File: src/rtl/multi_lap_stopwatch.sv
// multi_lap_stopwatch
//   Stopwatch core. It counts BCD time on an external 100 Hz tick and keeps a
//   circular memory of the last LAP_DEPTH lap times. A captured split stays
//   frozen on the display for HOLD_TICKS ticks. Stored laps can be recalled
//   one by one while the watch is stopped.
// Ports
//   clk, rst_n     clock, asynchronous active-low reset
//   tick           1-cycle count enable (centisecond)
//   btn_start      start / pause pulse
//   btn_lap        lap (RUN) or clear (IDLE/PAUSE) pulse
//   btn_view       lap recall pulse (IDLE/PAUSE only)
//   disp_bcd       displayed time, digit 0 (1/100 s) in [3:0], registered
//   lap_count      stored laps, saturates at LAP_DEPTH
//   view_idx       recall index, 0 = most recent lap
//   viewing        display shows a recalled lap
//   holding        display shows a frozen split
//   running        FSM is in RUN
//   overflow       sticky: the count wrapped past all-digits-max

// One BCD digit of the ripple counter: increments on cin and carries out at max.
module msw_bcd_digit #(
  parameter int unsigned RADIX = 10
) (
  input  logic [3:0] d,
  input  logic       cin,
  output logic [3:0] q,
  output logic       cout
);
  localparam logic [3:0] DMAX = 4'(RADIX - 1);

  assign cout = cin & (d == DMAX);
  assign q    = !cin ? d : ((d == DMAX) ? 4'd0 : d + 4'd1);
endmodule

module multi_lap_stopwatch #(
  parameter  int unsigned NUM_DIGITS = 4,
  parameter  int unsigned LAP_DEPTH  = 4,
  parameter  int unsigned HOLD_TICKS = 200,
  localparam int unsigned IDX_W      = $clog2(LAP_DEPTH)
) (
  input  logic                    clk,
  input  logic                    rst_n,
  input  logic                    tick,
  input  logic                    btn_start,
  input  logic                    btn_lap,
  input  logic                    btn_view,
  output logic [4*NUM_DIGITS-1:0] disp_bcd,
  output logic [IDX_W:0]          lap_count,
  output logic [IDX_W-1:0]        view_idx,
  output logic                    viewing,
  output logic                    holding,
  output logic                    running,
  output logic                    overflow
);
  localparam int unsigned HOLD_W = $clog2(HOLD_TICKS + 1);
  localparam logic [HOLD_W-1:0] HOLD_LOAD = HOLD_W'(HOLD_TICKS);
  localparam logic [HOLD_W-1:0] HOLD_ONE  = HOLD_W'(1);
  localparam logic [IDX_W-1:0]  IDX_ONE   = IDX_W'(1);
  localparam logic [IDX_W:0]    CNT_ONE   = (IDX_W + 1)'(1);
  localparam logic [IDX_W:0]    CNT_MAX   = (IDX_W + 1)'(LAP_DEPTH);

  typedef logic [NUM_DIGITS-1:0][3:0] bcd_t;
  typedef enum logic [1:0] {S_IDLE, S_RUN, S_PAUSE} state_e;

  state_e                   state_q, state_d;
  bcd_t                     time_q, time_d, time_inc;
  bcd_t [LAP_DEPTH-1:0]     lap_buf_q, lap_buf_d;
  bcd_t                     disp_q, disp_d;
  logic [IDX_W-1:0]         wr_ptr_q, wr_ptr_d;
  logic [IDX_W:0]           lap_count_q, lap_count_d;
  logic [IDX_W-1:0]         view_idx_q, view_idx_d;
  logic                     viewing_q, viewing_d;
  logic [HOLD_W-1:0]        hold_cnt_q, hold_cnt_d;
  logic                     holding_q, holding_d;
  logic                     running_q, running_d;
  logic                     overflow_q, overflow_d;

  logic [NUM_DIGITS:0]      carry;
  logic [IDX_W-1:0]         rd_idx, last_idx;
  logic                     start_go, lap_go, view_go;
  logic                     do_clear, do_store, do_view, do_unview;

  // Ripple-carry BCD chain; digits 3 and 5 are tens of seconds/minutes (radix 6).
  assign carry[0] = tick && (state_q == S_RUN);
  for (genvar i = 0; i < NUM_DIGITS; i++) begin : g_dig
    localparam int unsigned R = (i == 3 || i == 5) ? 6 : 10;
    msw_bcd_digit #(.RADIX(R)) u_dig (
      .d   (time_q[i]),
      .cin (carry[i]),
      .q   (time_inc[i]),
      .cout(carry[i+1])
    );
  end

  // Start beats lap beats view; only the winning pulse acts.
  assign start_go = btn_start;
  assign lap_go   = btn_lap & ~btn_start;
  assign view_go  = btn_view & ~btn_start & ~btn_lap;

  // Newest lap lives just below the write pointer; recall walks backwards from it.
  assign last_idx = wr_ptr_q - IDX_ONE;
  assign rd_idx   = wr_ptr_q - IDX_ONE - view_idx_q;

  always_comb begin
    state_d   = state_q;
    do_clear  = 1'b0;
    do_store  = 1'b0;
    do_view   = 1'b0;
    do_unview = 1'b0;
    case (state_q)
      S_IDLE: begin
        if (start_go) begin
          state_d   = S_RUN;
          do_unview = 1'b1;
        end else if (lap_go) begin
          do_clear = 1'b1;
        end else if (view_go) begin
          do_view = 1'b1;
        end
      end
      S_RUN: begin
        if (start_go)    state_d  = S_PAUSE;
        else if (lap_go) do_store = 1'b1;
      end
      S_PAUSE: begin
        if (start_go) begin
          state_d   = S_RUN;
          do_unview = 1'b1;
        end else if (lap_go) begin
          state_d  = S_IDLE;
          do_clear = 1'b1;
        end else if (view_go) begin
          do_view = 1'b1;
        end
      end
      default: state_d = S_IDLE;
    endcase
  end

  always_comb begin
    time_d      = time_inc;
    lap_buf_d   = lap_buf_q;
    wr_ptr_d    = wr_ptr_q;
    lap_count_d = lap_count_q;
    view_idx_d  = view_idx_q;
    viewing_d   = viewing_q;
    hold_cnt_d  = hold_cnt_q;
    overflow_d  = overflow_q | carry[NUM_DIGITS];

    if (tick && hold_cnt_q != '0) hold_cnt_d = hold_cnt_q - HOLD_ONE;

    if (do_store) begin
      // Store the pre-increment time even if a tick lands in the same cycle.
      lap_buf_d[wr_ptr_q] = time_q;
      wr_ptr_d            = wr_ptr_q + IDX_ONE;
      if (lap_count_q != CNT_MAX) lap_count_d = lap_count_q + CNT_ONE;
      hold_cnt_d          = HOLD_LOAD;
    end

    if (do_unview) begin
      viewing_d  = 1'b0;
      view_idx_d = '0;
    end

    if (do_view && lap_count_q != '0) begin
      if (!viewing_q) begin
        viewing_d  = 1'b1;
        view_idx_d = '0;
      end else if ({1'b0, view_idx_q} == lap_count_q - CNT_ONE) begin
        viewing_d  = 1'b0;
        view_idx_d = '0;
      end else begin
        view_idx_d = view_idx_q + IDX_ONE;
      end
    end

    if (do_clear) begin
      time_d      = '0;
      lap_buf_d   = '0;
      wr_ptr_d    = '0;
      lap_count_d = '0;
      view_idx_d  = '0;
      viewing_d   = 1'b0;
      hold_cnt_d  = '0;
      overflow_d  = 1'b0;
    end

    holding_d = (hold_cnt_d != '0);
    running_d = (state_d == S_RUN);

    // Display follows the registered state, so it lags a state change by one cycle.
    if (viewing_q)      disp_d = lap_buf_q[rd_idx];
    else if (holding_q) disp_d = lap_buf_q[last_idx];
    else                disp_d = time_q;
  end

  always_ff @(posedge clk or negedge rst_n) begin
    if (!rst_n) begin
      state_q     <= S_IDLE;
      time_q      <= '0;
      lap_buf_q   <= '0;
      disp_q      <= '0;
      wr_ptr_q    <= '0;
      lap_count_q <= '0;
      view_idx_q  <= '0;
      viewing_q   <= 1'b0;
      hold_cnt_q  <= '0;
      holding_q   <= 1'b0;
      running_q   <= 1'b0;
      overflow_q  <= 1'b0;
    end else begin
      state_q     <= state_d;
      time_q      <= time_d;
      lap_buf_q   <= lap_buf_d;
      disp_q      <= disp_d;
      wr_ptr_q    <= wr_ptr_d;
      lap_count_q <= lap_count_d;
      view_idx_q  <= view_idx_d;
      viewing_q   <= viewing_d;
      hold_cnt_q  <= hold_cnt_d;
      holding_q   <= holding_d;
      running_q   <= running_d;
      overflow_q  <= overflow_d;
    end
  end

  assign disp_bcd  = disp_q;
  assign lap_count = lap_count_q;
  assign view_idx  = view_idx_q;
  assign viewing   = viewing_q;
  assign holding   = holding_q;
  assign running   = running_q;
  assign overflow  = overflow_q;
endmodule

File: config.mk
export PLATFORM = sky130hd
export DESIGN_NAME = multi_lap_stopwatch
export DESIGN_NICKNAME = d
export VERILOG_FILES = /design/src/rtl/multi_lap_stopwatch.sv
export SDC_FILE = /design/constraint.sdc
export NUM_CORES = 1
export LEC_CHECK = 0
export ABC_AREA = 1
export BUFFER_PORTS_ARGS = -buffer_cell sky130_fd_sc_hd__buf_2
export CORE_MARGIN = 3
export CORE_UTILIZATION = 60
export CTS_CLUSTER_DIAMETER = 80
export DETAILED_ROUTE_END_ITERATION = 8
export GPL_TIMING_DRIVEN = 0
export PLACE_DENSITY = 0.8
export SETUP_SLACK_MARGIN = 0.02
export SYNTH_ARGS = -nofsm -noshare
export SYNTH_HDL_FRONTEND = slang
export SYNTH_HIERARCHICAL = 1
export SYNTH_SLANG_ARGS = --single-unit
File: constraint.sdc
create_clock -name clk -period 4.61 [get_ports clk]
set_input_delay 0.461 -clock clk [delete_from_list [all_inputs] [get_ports clk]]
set_output_delay 0.461 -clock clk [all_outputs]
set_load 0.1 [all_outputs]
== Word level (Yosys, flattened, before mapping) ==
Cells that the tools add are included.

* Logic and storage cells: 138
* Output and inout port bits: 25
* Register bits: 117

* Magnitude comparators: 4
* Equality and inequality tests: 9
* Bitwise logic cells: 10
* Multiplexer cells: 54
* Add/sub/neg operators: 11
* Reductions and logical operators: 17

{| class="wikitable"
|+ Operators by type and width
! kind !! count
|-
| 64-bit 2-to-1 mux || 2
|-
| 16-bit 2-to-1 mux || 6
|-
| 16-bit binary-select mux with 2-bit select || 2
|-
| 64-bit bitwise mux || 1
|-
| 16-bit demux with 2-bit select || 1
|-
| 4-bit 2-to-1 mux || 8
|-
| 8-bit 2-to-1 mux || 3
|-
| 2-bit 2-to-1 mux || 11
|-
| 4-bit by 1-bit adder with 4-bit output, second input constant || 4
|-
| 1-bit 2-to-1 mux || 16
|-
| 8-bit nonzero test || 2
|-
| 4-bit equality test, second input constant || 3
|-
| 2-bit nonzero test || 6
|-
| 2-bit by 3-bit < comparator with 1-bit output, second input constant || 3
|-
| 3-bit 2-to-1 mux || 3
|-
| 8-bit by 1-bit subtractor with 8-bit output, second input constant || 1
|-
| 1-bit AND || 7
|-
| 2-bit one-hot mux with 3 select lines || 1
|-
| 3-bit nonzero test || 2
|-
| 2-bit by 1-bit adder with 2-bit output, second input constant || 2
|-
| 2-bit by 1-bit equality test with 1-bit output, second input constant || 2
|-
| 4-bit by 3-bit equality test with 1-bit output, second input constant || 1
|-
| 1-bit logical AND || 4
|-
| 3-bit by 1-bit adder with 3-bit output, second input constant || 1
|-
| other kinds (12) || 13
|}

== Longest topological paths before layout ==
* Word-level depth: 10
* Gate-level depth with buffers: 22
* Depth with buffers taken out: 22

== Cells and area by module ==
Netlist, hierarchy kept.

{| class="wikitable"
|+ By module, submodules not included
! module !! area each (um2) !! cells each !! sequential area each (um2) !! times used
|-
| multi_lap_stopwatch || 5774.3 || 685 || 2927.8 || 1
|-
| msw_bcd_digit (g_dig[0].u_dig ...) || 85.1 || 17 || 0.0 || 3
|-
| msw_bcd_digit (g_dig[3].u_dig) || 90.1 || 19 || 0.0 || 1
|}

== Worst setup path after synthesis ==
Ideal clock, no wire load.

* Kind: flip-flop to flip-flop
* Start point: reg state_q[0]
* End point: reg time_q[14] (netlist bit)
* Arrival: 2190 ps
* Path buffers: 0
* Setup time: 113 ps
* Path slack: 2308 ps
* Period minus slack after synthesis: 2302 ps
* Stages on the path, launching flop included: 23
* Cell sequence: dfrtp_1 inv_1 or2_4 nor2_1 nand2_2 inv_1 nand3_1 inv_1 nand2_2 inv_1 nand3_1 inv_1 nand2_2 inv_1 nand3_1 inv_1 nand2_1 nor2_2 nand2_1 nand2_1 nor2_1 nand2_1 inv_1

* Cells in the longest elaborated chain, start to end: 6
* Elaborated cells on any way between the ends: 11
* Classes of those cells: eq/ne: 2; mux: 2; bitwise: 3; reduce/logical: 4

{| class="wikitable"
|+ RTL lines
! what !! RTL line !! source
|-
| start, declared || 65 || <nowiki>state_e state_q, state_d;</nowiki>
|-
| start signal, assigned || 212 || <nowiki>state_q <= state_d;</nowiki>
|-
| 2-bit by 1-bit equality test with 1-bit output || 84 || <nowiki>assign carry[0] = tick && (state_q == S_RUN);</nowiki>
|-
| 1-bit logical AND || 84 ||
|-
| net carry[0] || 78 || <nowiki>logic [NUM_DIGITS:0] carry;</nowiki>
|-
| 1-bit AND || 31 || <nowiki>assign cout = cin & (d == DMAX);</nowiki>
|-
| net carry[1] || 78 ||
|-
| 1-bit AND || 31 ||
|-
| net carry[2] || 78 ||
|-
| 1-bit AND || 31 ||
|-
| net carry[3] || 78 ||
|-
| 2-bit nonzero test (no source line) || -- ||
|-
| end signal, assigned || 213 || <nowiki>time_q <= time_d;</nowiki>
|-
| end, declared || 66 || <nowiki>bcd_t time_q, time_d, time_inc;</nowiki>
|}

The timed path passes the listed nets, and every way through them passes these cells.
A chain may end at the register's enable or synchronous reset.

==> impl_results.md <==
- Final WL: 17700 µm
- Dpl ws: 1.61 ns
- Max Cap Violations: 0
- Via count: 5795
- Max-slew violation count: 0
- Power Total: 4670 µW
- Fin cells: 952
- FMAX: 316 MHz
- Worst-Skew Late Latency: 0.53 ns
- Post-Syn Area: 6120 µm²
- DIE HEIGHT: 107 µm
- WS Path Type: reg -> reg
- Area added between synthesis and finish: 16.0%
- Synth Register Bits: 117
- Slew headroom: 51.7%
- Placer congestion estimate: 0.930
- Setup TNS: 0 ns
- Distinct cells, synth: 29
- First-pass DRT Iterations: 6
- # clock sinks: 117
- Commonest non-fill, non-tap cell in the layout: inv_1
- Total CTS buffers: 17
- Final worst slack: 1.44 ns
- Core Rows: 36
- Area after DPL: 6470 µm²
- Dpl cells: 919
- Root buf cell: clkbuf_8
- Port bufs: 30
- Cts hold-fix bufs: 1
- Count of final setup violators: 0
- Pwr/cell area: 658 nW/µm²
- Worst path slowest cell: buf_1
- Chip width: 107 µm
- Final ANT Viol Nets: 0
- WL/cell: 18.6 µm
- DRC errors left: 0
- Mapped Cells: 755
- Leakage power: 0.00348 µW
- DP Wirelength: 11500 µm
- Outcome: complete, no violations
- Fin Clk Skew: 0.00859 ns
- FF-to-FF setup slack: 1.44 ns
- Initial antenna violation count: 0
- Layout net count: 822
- Drt via density: 6.09
- Share of layout cells above drive strength 1: 12.2%
- Most frequent cells in the layout: 128 x inv_1, 119 x nand2_1, 117 x dfrtp_1
- Worst min path class: in -> reg
- Leading area contributor after synthesis: dfrtp_1
- # resized after CTS: 0
- Vias in the first global route: 5851
- CP required: 5.01 ns
- Sequential area share after synthesis: 47.8%
- Number of synthesized flops with an enable pin: 0
- Reg2reg path depth: 11
- Number of fillers in the final layout: 756
- Critical path's top delay family: buffers and inverters
- Top-area cell type share of the netlist area: 47.8%
- First-pass GRT wire length: 28600 µm
- Clock slew at reported path FFs: 0.06 ns
- Synthesized area per cell: 8.11 µm²
- Endpoint class of the critical path: register
- Largest net degree at the start of global routing: 99
- Final Hold Viols: 0
- Arrival @ worst endpoint: 3.57 ns
- Starting Density: 62.0%
- Maximum single-stage delay on the critical path: 0.55 ns
- Initial DRC count: 695
- Maximum clock path buffer count: 2
- Fin crit share: 68.7%
- Synth Warn #: 6
- Predominant post-synthesis flop cell: dfrtp_1
- Actual slew at the worst max-slew pin: 0.725 ns
- CP Max Fanout: 11
- Cell depth of the worst setup path: 11
- H-tree depth: 4
- Ys async rst share: 100%
- Core footprint: 9860 µm²
- Crit path cell chain: inv_2, clkbuf_1, ha_1, buf_4, inv_2, buf_1, a21oi_1, o21ai_0, nand3_1, o211ai_1, nand2_1
- Top-level port count: 31
- Cell mode on critical path: inv_2
- Diodes inserted: 0
- RSZ-0062 raised after global routing: no
- VDD IR max: 0.000440 V
- Total setup buffers inserted after CTS: 0
- Grt ovf: 0
- Minimum clock period: 3.17 ns
- CTS tree: yes
- CP Buf/Inv Count: 5
- Hold path cells: 2
- Top area cells in the synthesized netlist: dfrtp_1 48%, inv_1 7.9%, nand2_1 7.3%
- Fin area: 7100 µm²
- Post-synthesis net count: 771
- Total track usage: 32.9%
- Die area: 11400 µm²
- Startpoint types: register
-- final timing paths --
kind                              from             to
max                        wr_ptr_q[0]   disp_bcd[13]
min in group asynchronous        rst_n  lap_buf_q[17]
min reg2reg                   overflow       overflow
max reg2reg                wr_ptr_q[0]   disp_bcd[13]
max in group asynchronous        rst_n  lap_buf_q[49]
min                          btn_start     state_q[0]
-- cell usage after synthesis, drive strengths merged (8+ instances only) --
cell,instances
nand2,129
inv,131
o211ai,49
dfrtp,117
a21oi,41
ha,10
o22ai,50
clkbuf,19
nor2,31
buf,19
xor2,8
o21ai,83
nand3,59
-- layer usage --
metal  vias up  routed length (µm)  global-route usage (%)
met1      2732                6920                    42.0
met5         -                   0                       0
met3        79                1990                    9.45
met2       346                8070                    50.4
li1       2638                   -                       -
met4         0                 739                    18.5
-- registers in the layout, indices dropped and copies added (netlist names) --
name / count
hold_cnt_q: 8
holding: 1
viewing: 1
overflow: 1
state_q: 2
wr_ptr_q: 2
lap_count: 3
disp_bcd: 16
lap_buf_q: 64
view_idx: 2
time_q: 16
running: 1
-- worst register-to-register path, cell delays in order, from the launching register on --
cell and delay [ns]:
dfrtp_1 0.52, inv_2 0.20, clkbuf_1 0.53, ha_1 0.35, buf_4 0.18, inv_2 0.18, buf_1 0.55, a21oi_1 0.09
o21ai_0 0.11, nand3_1 0.10, o211ai_1 0.11, nand2_1 0.11
-- layout make-up --
cell class | instances | area (µm²) | area share [%]
inverter | 132 | 495 | 6.98
clock inverter | 13 | 180 | 2.54
multi-input combinational | 468 | 2520 | 35.5
sequential | 117 | 2930 | 41.2
timing repair buffer | 32 | 194 | 2.73
tap | 133 | 166 | 2.34
buffer | 38 | 176 | 2.48
clock buffer | 19 | 442 | 6.22
-- kinds of logic (layout without fill, tap and decap cells) --
kind of cell / after synthesis / count (layout) / share of synthesized area (%)
compound gates: 225 / 225 / 21.6
simple gates: 224 / 224 / 16.3
buf+inv: 170 / 234 / 11.0
flops: 117 / 117 / 47.8
fa+ha+maj: 10 / 10 / 2.04
xor+xnor: 9 / 9 / 1.29
-- report_power, final --
| group | internal, µW | switching, µW |
|---|---|---|
| clock | 903 | 478 |
| combinational | 494 | 1520 |
| sequential | 1170 | 105 |
-- stage by stage --
stage / utilization, % / hold slack, ns
3_5_place_dp: 65.6 / 0.323
2_1_floorplan: - / 0.165
4_1_cts: 72.0 / 0.165
3_3_place_gp: 65.2 / 0.465
5_1_grt: 72.0 / 0.195
6_report: 72.0 / 0.171
No activity file was read; power rests on OpenSTA's default activity.
